### src/rtl/aes_pkg.sv
// Shared AES datapath definitions for the ShiftRows/MixColumns round stage.
// Contents:
//   - state_t / column_t    128-bit state and 32-bit column types
//   - StIdle/StCol/StDone   FSM state encoding (2 bits)
//   - MixCoef / InvMixCoef  first row of the (Inv)MixColumns circulant matrix
//   - byte_lsb()            LSB bit position of state byte (row, col)
//   - xtime() / gf_mul()    GF(2^8) arithmetic modulo x^8+x^4+x^3+x+1
package aes_pkg;

  typedef logic [127:0] state_t;
  typedef logic [31:0]  column_t;

  localparam logic [1:0] StIdle = 2'd0;
  localparam logic [1:0] StCol  = 2'd1;
  localparam logic [1:0] StDone = 2'd2;

  // Coefficient for a_j in output row i is byte ((j - i) mod 4), MSB byte first.
  localparam logic [31:0] MixCoef    = 32'h0203_0101;
  localparam logic [31:0] InvMixCoef = 32'h0e0b_0d09;

  // Byte k = 4*col + row lives at state[127-8k -: 8], i.e. LSB at 120-8k.
  function automatic int unsigned byte_lsb(input int unsigned row, input int unsigned col);
    return 120 - 8 * (4 * col + row);
  endfunction

  function automatic logic [7:0] xtime(input logic [7:0] a);
    return {a[6:0], 1'b0} ^ (a[7] ? 8'h1b : 8'h00);
  endfunction

  // Shift-and-add multiply; folds to a few XORs when b is a constant.
  function automatic logic [7:0] gf_mul(input logic [7:0] a, input logic [7:0] b);
    logic [7:0] p;
    logic [7:0] t;
    p = '0;
    t = a;
    for (int unsigned i = 0; i < 8; i++) begin
      if (b[i]) p ^= t;
      t = xtime(t);
    end
    return p;
  endfunction

endpackage

### src/rtl/mix_column_unit.sv
// Combinational MixColumns of one 32-bit column (byte 0 in bits 31:24).
// Optional macro SMC_INVERSE_EN adds the inv_i select for InvMixColumns.
// Ports:
//   col_i  in  32  column a0..a3
//   inv_i  in  1   select InvMixColumns (only with SMC_INVERSE_EN)
//   col_o  out 32  column b0..b3
module mix_column_unit
  import aes_pkg::*;
(
  input  logic [31:0] col_i,
`ifdef SMC_INVERSE_EN
  input  logic        inv_i,
`endif
  output logic [31:0] col_o
);

  logic [31:0] coef;
  logic [7:0]  acc;

  always_comb begin
`ifdef SMC_INVERSE_EN
    coef = inv_i ? InvMixCoef : MixCoef;
`else
    coef = MixCoef;
`endif
    col_o = '0;
    acc   = '0;
    for (int unsigned i = 0; i < 4; i++) begin
      acc = '0;
      for (int unsigned j = 0; j < 4; j++) begin
        acc ^= gf_mul(col_i[31 - 8 * j -: 8], coef[31 - 8 * ((j + 4 - i) % 4) -: 8]);
      end
      col_o[31 - 8 * i -: 8] = acc;
    end
  end

endmodule

### src/rtl/shift_mix_columns.sv
// AES round stage after SubBytes: ShiftRows then MixColumns, one column per
// clock, with a one-cycle Ry_SMC pulse when Out_SMC is updated.
// Optional macro SMC_INVERSE_EN adds Inv_SMC and the inverse datapath
// (InvMixColumns per column, then InvShiftRows on completion).
// Ports:
//   Clk       in  1    rising-edge clock
//   Rst_n     in  1    asynchronous active-low reset
//   En_SMC    in  1    start request, sampled only when idle
//   Last_SMC  in  1    final round: skip MixColumns
//   Inv_SMC   in  1    inverse mode (only with SMC_INVERSE_EN)
//   In_SMC    in  128  input state
//   Out_SMC   out 128  result, held until the next completion
//   Ry_SMC    out 1    one-cycle pulse: Out_SMC valid
//   Busy_SMC  out 1    high whenever not idle
module shift_mix_columns
  import aes_pkg::*;
(
  input  logic         Clk,
  input  logic         Rst_n,
  input  logic         En_SMC,
  input  logic         Last_SMC,
`ifdef SMC_INVERSE_EN
  input  logic         Inv_SMC,
`endif
  input  logic [127:0] In_SMC,
  output logic [127:0] Out_SMC,
  output logic         Ry_SMC,
  output logic         Busy_SMC
);

  logic [1:0] fsm_q, fsm_d;
  logic [1:0] col_q, col_d;
  state_t     state_q, state_d;
  state_t     out_q, out_d;
  logic       ry_q, ry_d;
  column_t    col_sel, col_mixed;

  function automatic state_t shift_rows(input state_t s);
    state_t r;
    r = '0;
    for (int unsigned row = 0; row < 4; row++) begin
      for (int unsigned col = 0; col < 4; col++) begin
        r[byte_lsb(row, col) +: 8] = s[byte_lsb(row, (col + row) % 4) +: 8];
      end
    end
    return r;
  endfunction

`ifdef SMC_INVERSE_EN
  logic inv_q, inv_d;

  function automatic state_t inv_shift_rows(input state_t s);
    state_t r;
    r = '0;
    for (int unsigned row = 0; row < 4; row++) begin
      for (int unsigned col = 0; col < 4; col++) begin
        r[byte_lsb(row, col) +: 8] = s[byte_lsb(row, (col + 4 - row) % 4) +: 8];
      end
    end
    return r;
  endfunction
`endif

  always_comb begin
    col_sel = '0;
    unique case (col_q)
      2'd0: col_sel = state_q[127:96];
      2'd1: col_sel = state_q[95:64];
      2'd2: col_sel = state_q[63:32];
      2'd3: col_sel = state_q[31:0];
    endcase
  end

  mix_column_unit u_mix (
    .col_i (col_sel),
`ifdef SMC_INVERSE_EN
    .inv_i (inv_q),
`endif
    .col_o (col_mixed)
  );

  always_comb begin
    fsm_d   = fsm_q;
    col_d   = col_q;
    state_d = state_q;
    out_d   = out_q;
    ry_d    = 1'b0;
`ifdef SMC_INVERSE_EN
    inv_d   = inv_q;
`endif
    unique case (fsm_q)
      StIdle: begin
        if (En_SMC) begin
`ifdef SMC_INVERSE_EN
          inv_d   = Inv_SMC;
          // Inverse mode unshifts at the end, after InvMixColumns.
          state_d = Inv_SMC ? In_SMC : shift_rows(In_SMC);
`else
          state_d = shift_rows(In_SMC);
`endif
          if (Last_SMC) begin
            fsm_d = StDone;
          end else begin
            col_d = 2'd0;
            fsm_d = StCol;
          end
        end
      end
      StCol: begin
        unique case (col_q)
          2'd0: state_d[127:96] = col_mixed;
          2'd1: state_d[95:64]  = col_mixed;
          2'd2: state_d[63:32]  = col_mixed;
          2'd3: state_d[31:0]   = col_mixed;
        endcase
        // Wraps 3 -> 0 as the FSM leaves for DONE.
        col_d = col_q + 2'd1;
        if (col_q == 2'd3) fsm_d = StDone;
      end
      StDone: begin
`ifdef SMC_INVERSE_EN
        out_d = inv_q ? inv_shift_rows(state_q) : state_q;
`else
        out_d = state_q;
`endif
        ry_d  = 1'b1;
        fsm_d = StIdle;
      end
      default: fsm_d = StIdle;
    endcase
  end

  always_ff @(posedge Clk or negedge Rst_n) begin
    if (!Rst_n) begin
      fsm_q   <= StIdle;
      col_q   <= 2'd0;
      state_q <= '0;
      out_q   <= '0;
      ry_q    <= 1'b0;
    end else begin
      fsm_q   <= fsm_d;
      col_q   <= col_d;
      state_q <= state_d;
      out_q   <= out_d;
      ry_q    <= ry_d;
    end
  end

`ifdef SMC_INVERSE_EN
  always_ff @(posedge Clk or negedge Rst_n) begin
    if (!Rst_n) inv_q <= 1'b0;
    else        inv_q <= inv_d;
  end
`endif

  assign Out_SMC  = out_q;
  assign Ry_SMC   = ry_q;
  assign Busy_SMC = (fsm_q != StIdle);

endmodule
### config.mk
export PLATFORM = sky130hd
export DESIGN_NAME = shift_mix_columns
export DESIGN_NICKNAME = d
export VERILOG_FILES = /design/src/rtl/aes_pkg.sv /design/src/rtl/mix_column_unit.sv /design/src/rtl/shift_mix_columns.sv
export SDC_FILE = /design/constraint.sdc
export NUM_CORES = 1
export LEC_CHECK = 0
export BUFFER_PORTS_ARGS = -buffer_cell sky130_fd_sc_hd__buf_2
export CAP_MARGIN = 20
export CORE_ASPECT_RATIO = 0.5
export CORE_UTILIZATION = 35
export CTS_BUF_LIST = sky130_fd_sc_hd__clkbuf_16
export DETAILED_ROUTE_END_ITERATION = 8
export HOLD_SLACK_MARGIN = 0.06
export PLACE_DENSITY_LB_ADDON = 0.15
export REMOVE_ABC_BUFFERS = 1
export SLEW_MARGIN = 20
export SYNTH_ARGS = -nofsm -noshare
export SYNTH_HDL_FRONTEND = slang
export SYNTH_SLANG_ARGS = --single-unit
### constraint.sdc
create_clock -name Clk -period 3.4 [get_ports Clk]
set_input_delay 0.17 -clock Clk [delete_from_list [all_inputs] [get_ports Clk]]
set_output_delay 0.17 -clock Clk [all_outputs]
set_load 0.02 [all_outputs]
# Yosys cells after proc, flatten, opt, wreduce, memory -nomap -nowiden
# Index checks and enable logic that the tools add are counted.
# Widths: inputs -> output; s select.
# word_totals
mem_bits_ro	0
input_bits	132
latch_bits	0
register_bits	261
ramBits	0
memories	0
# op_classes
reduce_logical	10
bitwise_logic	20
eq_ne	11
muxes	19
shift	0
n_mul	0
n_div	0
order_cmp	0
add_sub_neg	1
# op_table
op	n
$pmux 128 s2	1
$xor 8x8->8	20
$mux 128	1
$mux 32	4
$pmux 32 s4	1
$mux 5	4
$reduce_and 3->1	5
$mux 2	5
$pmux 2 s2	2
$eq 2x2->1 const B	3
$ne 2x1->1 const B	3
$ne 2x2->1 const B	3
$eq 2x1->1 const B	2
$logic_not 2->1	2
$reduce_bool 2->1	2
$add 2x1->2 const B	1
$reduce_and 2->1	1
$mux 1	1

# Logic depth before layout (Yosys ltp)
# Gate-level depths: netlist of the first run.
# depth
word_depth	10
ltp_mapped	11
depth_no_buf	8

# Hierarchy
# From an unflattened synthesis of the first run, not the netlist that was laid out.
# unflattened
hier_cells	1252
hier_area_um2	13306.5
# modules_own_cells
mod	area_each_um2	cells_each	instances
shift_mix_columns	11877.6	1168	1
mix_column_unit	1428.9	84	1

# Least setup slack after synthesis of the first run
# No wires, ideal clock.
# synth_timing
kind	reg-to-reg
from	register col_q[0]
to	register state_q[123]
required_ps	3276
t_arrival_ps	2715
setup_slack_ps	561
setup_time_ps	124
synth_period_minus_slack_ps	2839
path_buffers	1
path_stages_with_launch	10
cell_sequence	dfrtp_1 -> inv_1 -> ha_1 -> buf_2 -> a222oi_1 -> xor3_1 -> mux2_2 -> xnor3_1 -> nand2_1 -> a21oi_1
# synth_between
elab_chain_cells	10
# synth_lines
element	line	rtl
start, declared	shift_mix_columns.sv:32	logic [1:0] col_q, col_d;
start signal, assigned	shift_mix_columns.sv:142	col_q <= col_d;
$eq 2x2->1, or another cell as far along	shift_mix_columns.sv:66	unique case (col_q)
$pmux 32 s4	shift_mix_columns.sv:66	
$mux 5	aes_pkg.sv:27	return {a[6:0], 1'b0} ^ (a[7] ? 8'h1b : 8'h00);
$xor 8x8->8	aes_pkg.sv:27	
$xor 8x8->8	aes_pkg.sv:37	if (b[i]) p ^= t;
$xor 8x8->8 (3 in a row)	mix_column_unit.sv:31	acc ^= gf_mul(col_i[31 - 8 * j -: 8], coef[31 - 8 * ((j + 4 - i) % 4) -: 8]);
$mux 32	shift_mix_columns.sv:110	unique case (col_q)
$pmux 128 s2	shift_mix_columns.sv:91	unique case (fsm_q)
end signal, assigned	shift_mix_columns.sv:143	state_q <= state_d;
end, declared	shift_mix_columns.sv:33	state_t state_q, state_d;
# Parallel ways exist; a longest one is shown, timed or not. The select of a mux whose other input is x is not followed.
# A chain may end at the register's enable or synchronous reset.

# Worst setup path in the final report of the first run
# layout_timing
from	register col_q[0]
to	register state_q[71]
# layout_between
elab_chain_cells	9
# layout_lines
element	line
$eq 2x2->1, or another cell as far along	shift_mix_columns.sv:66
$pmux 32 s4	shift_mix_columns.sv:66
$xor 8x8->8	-
$xor 8x8->8	aes_pkg.sv:37
$xor 8x8->8 (3 in a row)	mix_column_unit.sv:31
$mux 32	shift_mix_columns.sv:110
$pmux 128 s2	shift_mix_columns.sv:91
# Parallel ways exist; a longest one is shown, timed or not. The select of a mux whose other input is x is not followed.

==> results of run 1 <==
-- what timing repair did --
item / 4_1_cts / 5_1_grt
endpoints found under the setup margin: 0 / 18
endpoints found under the hold margin: 218 / 0
hold buffers: 131 / 0
resized for setup: 0 / 2
setup buffers: 0 / 2
-- routing by layer --
layer / wire (um) / GRT usage (%) / vias up
met5: 0 / 0 / -
met4: 1190 / 6.34 / 0
met3: 3730 / 5.02 / 76
met2: 22400 / 39.2 / 473
met1: 22700 / 36.2 / 6189
li1: - / - / 5734
-- cell type report --
cell class | instances | area [um^2]
Tap cell | 494 | 618
Fill cell | 3690 | 19800
Clock buffer | 27 | 676
Sequential cell | 261 | 6530
Timing Repair Buffer | 464 | 3240
Inverter | 5 | 21.3
Clock inverter | 22 | 184
Multi-Input combinational cell | 1085 | 6360
-- flip-flops by register name, indices dropped and copies added, names as in the netlist --
signal	count
Out_SMC	128
state_q	128
col_q	2
fsm_q	2
Ry_SMC	1
-- cell usage after synthesis, types with 9 or more instances --
library cell  instances  area (um^2)
dfrtp_1             261         6530
mux2i_1               9         90.1
xnor2_1              96          841
a31oi_1              12         75.1
a2bb2oi_1            12          105
o21ai_0              86          430
and3_1               76          475
o21bai_1             13         97.6
a21oi_1              98          490
nand2_1             445         1670
xor2_1               60          526
nor2_1               52          195
clkbuf_1            114          428
a222oi_1             32          320
a221o_1              36          360
-- worst max path at each step --
stage / to / slack, ns / cells after the start
after global placement: state_q[36] / 0.30 / 10
final: state_q[71] / 0.29 / 10
after CTS: state_q[71] / 0.14 / 10
after global routing: state_q[4] / 0.06 / 10
after floorplan: Ry_SMC / -2.41 / 2
after detailed placement: state_q[71] / 0.18 / 10
-- metrics by stage --
stage               hold slack [ns]  util, %
detailed placement            0.235     41.2
CTS                           0.262     47.0
global placement              0.222     41.2
finish                        0.213     47.1
floorplan                    -0.126        -
global route                  0.280     47.1
-- cell families (layout without fill, tap and decap cells) --
group	count (synthesis)	after routing	synth area share [%]
AO/OA/AOI/OAI	305	305	15.1
XOR/XNOR	166	166	12.0
adder cells (fa/ha/maj)	5	5	0.469
buffers and inverters	132	518	3.90
flip-flops	261	261	49.0
multiplexers	11	11	0.845
AND/OR/NAND/NOR	598	598	18.7
==> impl_metrics.py, run 1 <==
metrics = {
    "status": {
        "status": "finished, final reports clean",
    },
    "sta": {
        "fmax_mhz": 322,
        "layout_min_cycle_time_ns": 3.11,
        "hold_viol": 0,
        "finalMaxSlewViolations": 0,
        "rsz0062_at_grt": "false",
        "setup_ws_ns": 0.291,
        "finalClockSkew_ns": 0.0280,
        "final.setup.tns_ns": 0,
        "setup_viol": 0,
        "relSlewSlack_pct": 44.2,
        "tightest_slew_ns": 0.826,
        "period_share_pct": 91.4,
    },
    "critical_path": {
        "crit_arrival_ns": 3.51,
        "crit_buf_inv": 3,
        "path_class": "register to register",
        "cp_cell_sequence": "inv_1, ha_1, buf_4, a222oi_1, buf_4, xnor2_1, xnor3_1, a21oi_1, o21bai_1, a31oi_1",
        "crit_required_ns": 3.80,
        "end_kind": "register",
        "critPathMaxStageDelay_ns": 0.48,
        "cpMostUsedCell": "buf_4",
        "start_kind": "register",
        "r2r_start": "col_q[0]",
        "critPathSlowestCell": "xnor3_1",
        "reg2reg_to": "state_q[71]",
        "rr_worst_depth": 10,
        "crit_start": "col_q[0]",
        "reg2reg_slack_ns": 0.29,
        "cp_max_fo": 16,
        "path_delay_family": "compound AO/OA/AOI/OAI gates",
    },
    "clock_network": {
        "numClockSinks": 261,
        "clockBufferDepth": 3,
        "cts_made_buffers": 27,
        "cts-root-buf": "clkbuf_16",
        "clk_pin_slew_ns": 0.07,
        "h-tree-depth": 1,
        "cts_tree": "done",
        "clk-insertion-delay-late_ns": 0.56,
    },
    "detailed_routing": {
        "detailroute.via_count": 12500,
        "drtPass1Iterations": 8,
        "via_per_inst": 5.29,
        "drc": 0,
        "drt_iter0_drc": 1131,
        "postRouteAntennaNets": 0,
        "avgRoutedWirePerCell_um": 21.2,
        "drt_wl_total_um": 50000,
    },
    "yosys": {
        "synthCells": 1478,
        "yosys_warnings": 0,
        "syn_area_per_cell_um2": 9.02,
        "synth_edf_count": 0,
        "yosys_register_bits": 261,
        "yosysUniqueCellTypes": 41,
        "seq_area_frac_synth_pct": 49.0,
        "synthFlopType": "dfrtp_1",
        "synthArstFlopShare_pct": 100,
        "netlist_area_um2": 13300,
    },
    "finish": {
        "fin_nets": 1981,
        "final_common_cell": "nand2_1",
        "area_growth_pct": 32.3,
        "layout-drive-gt1-share_pct": 21.1,
        "final_cell_mix": "nand2_1, dfrtp_1, buf_2",
        "final_area_um2": 17600,
        "diodes": 0,
        "fin_cells": 2358,
    },
    "global_routing": {
        "grt_usage_pct": 25.3,
        "grt_pass1_vias": 12500,
        "antenna_found_initial": 1,
        "grt_overflow": 0,
        "grt_pass1_wl_um": 75600,
        "grt_max_degree": 129,
    },
    "die": {
        "start_util_pct": 35.6,
        "pin_count": 262,
        "die_area_um2": 38900,
        "core_um2": 37500,
        "die_w_um": 278,
        "die_h_um": 140,
        "num_rows": 50,
    },
    "job": {
        "max_cap_violations": 0,
    },
    "placement": {
        "hpwlAfterDp_um": 34100,
        "placed_area_um2": 15400,
        "gp_congestion": 0.901,
        "post-place-ws_ns": 0.179,
        "placed_cells": 2176,
        "port_buffers": 261,
    },
    "worst_hold_path": {
        "hold_path_class": "primary input to async pin",
    },
}
Power of run 1 is left out: the tool's default activity adds up to more than one toggle a clock period on the data nets, which glitch-free logic cannot reach.
==> inputs of run 2 (changes only) <==
--- a/config.mk
+++ b/config.mk
@@ -12,7 +12,7 @@
 export CTS_BUF_LIST = sky130_fd_sc_hd__clkbuf_16
 export DETAILED_ROUTE_END_ITERATION = 8
 export HOLD_SLACK_MARGIN = 0.06
-export PLACE_DENSITY_LB_ADDON = 0.15
+export PLACE_DENSITY_LB_ADDON = 0.08
 export REMOVE_ABC_BUFFERS = 1
 export SLEW_MARGIN = 20
 export SYNTH_ARGS = -nofsm -noshare
==> run 2 against run 1 <==
Compared with the run above:
- wire length is 0.47% lower
- register-to-register slack better by 0.03 ns
- non-clock buffer count shrank 1
- via count fell by 0.55%
- global-route usage up 0.31 points
- clock skew decreased by 0.014 ns
- cell count barely moved
- final area increased by 0.44%
- highest routed layer unchanged
- flip-flop and latch count unchanged
- critical path depth unchanged
- count of clock-buffer cells in the layout unchanged
==> impl_metrics.py, run 2 (same netlist as run 1, synthesis figures left out) <==
metrics = {
    "status": {
        "status": "finished, final reports clean",
    },
    "die": {
        "start_util_pct": 35.6,
        "num_rows": 50,
        "die_h_um": 140,
        "core_um2": 37500,
        "pin_count": 262,
        "die_w_um": 278,
        "die_area_um2": 38900,
    },
    "finish": {
        "fin_nets": 1980,
        "fillers": 3613,
        "final_common_cell": "nand2_1",
        "final_cell_mix": "nand2_1, dfrtp_1, buf_2",
        "diodes": 0,
        "area_growth_pct": 32.9,
        "fin_cells": 2357,
        "layout-drive-gt1-share_pct": 21.0,
    },
    "detailed_routing": {
        "drt_wl_total_um": 49800,
        "via_per_inst": 5.26,
        "postRouteAntennaNets": 0,
        "drc": 0,
        "avgRoutedWirePerCell_um": 21.1,
        "drt_iter0_drc": 1193,
        "detailroute.via_count": 12400,
        "drtPass1Iterations": 7,
    },
    "placement": {
        "hpwlAfterDp_um": 34800,
        "placed_cells": 2177,
        "port_buffers": 261,
        "gp_congestion": 0.922,
    },
    "clock_network": {
        "clk_pin_slew_ns": 0.07,
        "postCtsSetupRepairBufs": 0,
        "h-tree-depth": 1,
        "numClockSinks": 261,
        "cts_made_buffers": 27,
        "cts-root-buf": "clkbuf_16",
        "cts_tree": "done",
        "clockBufferDepth": 3,
        "clk-insertion-delay-late_ns": 0.56,
    },
    "critical_path": {
        "crit_required_ns": 3.82,
        "cp_cell_sequence": "inv_1, ha_1, buf_4, a222oi_1, buf_4, xor2_1, o21ai_0, xor2_1, xnor2_1, o21ai_1",
        "path_delay_family": "XOR/XNOR gates",
        "crit_arrival_ns": 3.50,
        "start_kind": "register",
        "crit_buf_inv": 3,
        "critPathMaxStageDelay_ns": 0.48,
        "end_kind": "register",
        "critPathSlowestCell": "a222oi_1",
        "cp_max_fo": 17,
        "path_class": "register to register",
    },
    "global_routing": {
        "grt_pass1_wl_um": 76700,
        "grt_pass1_vias": 12800,
        "antenna_found_initial": 0,
        "grt_max_degree": 90,
        "grt_overflow": 0,
        "grt_usage_pct": 25.6,
    },
    "worst_hold_path": {
        "hold_path_class": "primary input to async pin",
    },
    "sta": {
        "period_share_pct": 90.4,
        "fmax_mhz": 325,
        "relSlewSlack_pct": 40.3,
        "layout_min_cycle_time_ns": 3.07,
        "finalMaxSlewViolations": 0,
        "rsz0062_at_grt": "false",
        "setup_viol": 0,
        "hold_viol": 0,
        "finalClockSkew_ns": 0.0143,
        "tightest_slew_ns": 0.885,
    },
    "job": {
        "max_cap_violations": 0,
    },
}
run 2: per-stage QoR:
stage               TNS [ns]  worst slack, ns  hold slack [ns]  cell area (um^2)  utilization, %
finish                     0            0.325            0.225             17700            47.3
floorplan            -306.49            -2.41           -0.126             12800               -
global placement           0            0.484            0.240             15400            41.2
global route               0           0.0679            0.290             17700            47.3
CTS                        0            0.362            0.256             17700            47.3
detailed placement         0            0.396            0.255             15400            41.2
run 2: repair_timing:
action,CTS,global route
gates resized for setup,0,0
hold buffers,131,0
endpoints found under the setup margin,0,0
endpoints found under the hold margin,215,0
run 2: final timing paths:
| check | slack [ns] | from | depth (start not counted) | endpoint |
|---|---|---|---|---|
| min | 0.22 | Rst_n | 2 | Out_SMC[20] |
| max | 0.33 | col_q[0] | 10 | state_q[25] |
| min reg2reg | 0.47 | Out_SMC[82] | 2 | Out_SMC[82] |
| max in group asynchronous | 2.22 | Rst_n | 3 | state_q[119] |
| min in group Clk | 0.44 | Last_SMC | 4 | fsm_q[1] |
| max reg2reg | 0.33 | col_q[0] | 10 | state_q[25] |
run 2: cell type report:
type / instances / area, um^2 / area share [%]
inverters: 5 / 21.3 / 0.120
multi-input cells: 1085 / 6350 / 35.8
repair buffers: 463 / 3220 / 18.2
well taps: 494 / 618 / 3.49
flip-flops and latches: 261 / 6530 / 36.9
clock buffers: 27 / 676 / 3.81
clock inverters: 22 / 298 / 1.68
run 2: per-layer routing:
metal  up-vias  global-route usage [%]  routed length [um]
met3        58                    4.67                3550
met4         0                    5.23                 853
met5         -                       0                   0
met2       411                    39.1               22100
met1      6199                    37.9               23300
li1       5735                       -                   -
Power of run 2 is left out for the same reason.
==> inputs of run 3 (changes only) <==
--- a/config.mk
+++ b/config.mk
@@ -12,7 +12,7 @@
 export CTS_BUF_LIST = sky130_fd_sc_hd__clkbuf_16
 export DETAILED_ROUTE_END_ITERATION = 8
 export HOLD_SLACK_MARGIN = 0.06
-export PLACE_DENSITY_LB_ADDON = 0.08
+export PLACE_DENSITY_LB_ADDON = 0.3
 export REMOVE_ABC_BUFFERS = 1
 export SLEW_MARGIN = 20
 export SYNTH_ARGS = -nofsm -noshare
==> run 3 against run 2 <==
Compared with the run above:
- the flow now finishes with violations (design-rule violations)
- final area fell by 1.6%
- clock skew fell by 0.0015 ns
- hold slack got worse by 0.13 ns
- utilization fell by 0.78 points
- wire length fell by 1.2%
- global-route usage fell by 0.75 points
- register-to-register slack got worse by 0.19 ns
- die area did not move
- count of clock-buffer cells in the layout did not move
- cell count fell by 0.51%
- critical path depth fell by 1
- worst setup slack got worse by 0.19 ns
- largest cell class unchanged
==> impl_metrics.py, run 3 (same netlist as run 1, synthesis figures left out) <==
metrics = {
    "detailed_routing": {
        "drt_iter0_drc": 1411,
        "drtPass1Iterations": 9,
        "via_per_inst": 5.34,
        "detailroute.via_count": 12500,
        "drt_wl_total_um": 49200,
        "postRouteAntennaNets": 0,
        "drc": 7,
        "avgRoutedWirePerCell_um": 21.0,
    },
    "critical_path": {
        "start_kind": "register",
        "path_class": "register to register",
        "critPathMaxStageDelay_ns": 0.85,
        "cp_cell_sequence": "inv_1, ha_1, buf_4, a222oi_1, xnor2_1, xor2_1, o21ai_0, xor2_1, a221o_1",
        "path_delay_family": "compound AO/OA/AOI/OAI gates",
        "end_kind": "register",
        "crit_arrival_ns": 3.75,
        "cp_max_fo": 16,
        "crit_required_ns": 3.88,
        "critPathSlowestCell": "a222oi_1",
        "crit_buf_inv": 2,
        "cpMostUsedCell": "xor2_1",
    },
    "sta": {
        "hold_viol": 0,
        "fmax_mhz": 307,
        "setup_viol": 0,
        "final.setup.tns_ns": 0,
        "layout_min_cycle_time_ns": 3.26,
        "period_share_pct": 95.9,
        "tightest_slew_ns": 1.06,
        "relSlewSlack_pct": 29.0,
        "holdWs_ns": 0.0942,
        "rsz0062_at_grt": "false",
        "finalClockSkew_ns": 0.0129,
        "finalMaxSlewViolations": 0,
    },
    "global_routing": {
        "grt_pass1_wl_um": 74700,
        "grt_usage_pct": 24.9,
        "grt_overflow": 0,
        "antenna_found_initial": 0,
        "grt_pass1_vias": 12600,
        "grt_max_degree": 104,
    },
    "finish": {
        "multiInputGateArea_um2": 6350,
        "layout-drive-gt1-share_pct": 20.3,
        "diodes": 0,
        "final_cell_mix": "nand2_1, dfrtp_1, buf_2",
        "fin_nets": 1971,
        "fillers": 3558,
        "fin_cells": 2345,
        "final_common_cell": "nand2_1",
        "area_growth_pct": 30.7,
        "seq_area_um2": 6530,
    },
    "worst_hold_path": {
        "hold_path_class": "primary input to register",
    },
    "status": {
        "status": "finished, violations left",
        "failed_checks": "design-rule violations",
    },
    "placement": {
        "port_buffers": 261,
        "gp_congestion": 0.895,
        "hpwlAfterDp_um": 33500,
        "placed_cells": 2170,
    },
    "clock_network": {
        "h-tree-depth": 1,
        "post_cts_resized": 0,
        "cts_tree": "done",
        "cts-root-buf": "clkbuf_16",
        "numClockSinks": 261,
        "clk_pin_slew_ns": 0.07,
        "cts_made_buffers": 26,
        "postCtsSetupRepairBufs": 0,
        "clockBufferDepth": 3,
        "clk-insertion-delay-late_ns": 0.55,
    },
    "die": {
        "num_rows": 50,
        "die_w_um": 278,
        "die_area_um2": 38900,
        "die_h_um": 140,
        "pin_count": 262,
        "start_util_pct": 35.6,
        "core_um2": 37500,
    },
    "job": {
        "max_cap_violations": 0,
    },
}
## run 3: cell count changes in the layout (fill, tap and decap cells not counted), sizes merged
cell and delta:
buf -7, dlygate4sd3 -1, bufinv -6, clkinv +6, clkinvlp -4
## run 3: routing by layer
| layer | vias up | wire length, um | track usage [%] | share of wire (%) |
|---|---|---|---|---|
| met5 | - | 0 | 0 | 0 |
| met4 | 0 | 1540 | 8.23 | 3.1 |
| met3 | 103 | 3640 | 4.52 | 7.4 |
| met2 | 515 | 23500 | 40.9 | 48 |
| met1 | 6213 | 20500 | 33.3 | 42 |
| li1 | 5703 | - | - | - |
## run 3: layout make-up
type / count / area share [%]
Inverter: 5 / 0.122
Multi-Input combinational cell: 1085 / 36.5
Clock inverter: 18 / 0.582
Timing Repair Buffer: 455 / 17.9
Sequential cell: 261 / 37.5
Tap cell: 494 / 3.55
Clock buffer: 27 / 3.88
## run 3: timing repair
item                                    4_1_cts  5_1_grt
hold endpoints to repair                    228        0
hold buffers                                130        0
endpoints found under the setup margin        0        0
## run 3: through the flow
stage          instance area (um^2)  setup slack [ns]  util [%]
2_1_floorplan                 12800             -2.41         -
3_3_place_gp                  15300             0.244      40.9
3_5_place_dp                  15300             0.235      40.9
4_1_cts                       17400             0.227      46.5
5_1_grt                       17400            0.0134      46.5
6_report                      17400             0.139      46.5
## run 3: worst register-to-register path: stages, from the launching register on
cell,delay [ns]
dfrtp_1,0.41
inv_1,0.11
ha_1,0.27
buf_4,0.24
a222oi_1,0.87
xnor2_1,0.23
xor2_1,0.19
o21ai_0,0.24
xor2_1,0.42
a221o_1,0.22
## run 3: path summary, 6_finish.rpt
check | startpoint | end | slack (ns) | depth (start not counted)
setup reg to reg | col_q[0] | state_q[40] | 0.14 | 9
min in group asynchronous | Rst_n | Out_SMC[2] | 0.26 | 2
hold / removal | En_SMC | fsm_q[0] | 0.09 | 4
max in group asynchronous | Rst_n | state_q[43] | 2.09 | 3
hold reg to reg | Out_SMC[85] | Out_SMC[85] | 0.47 | 2
setup / recovery | col_q[0] | state_q[40] | 0.14 | 9
Power of run 3 is left out for the same reason.
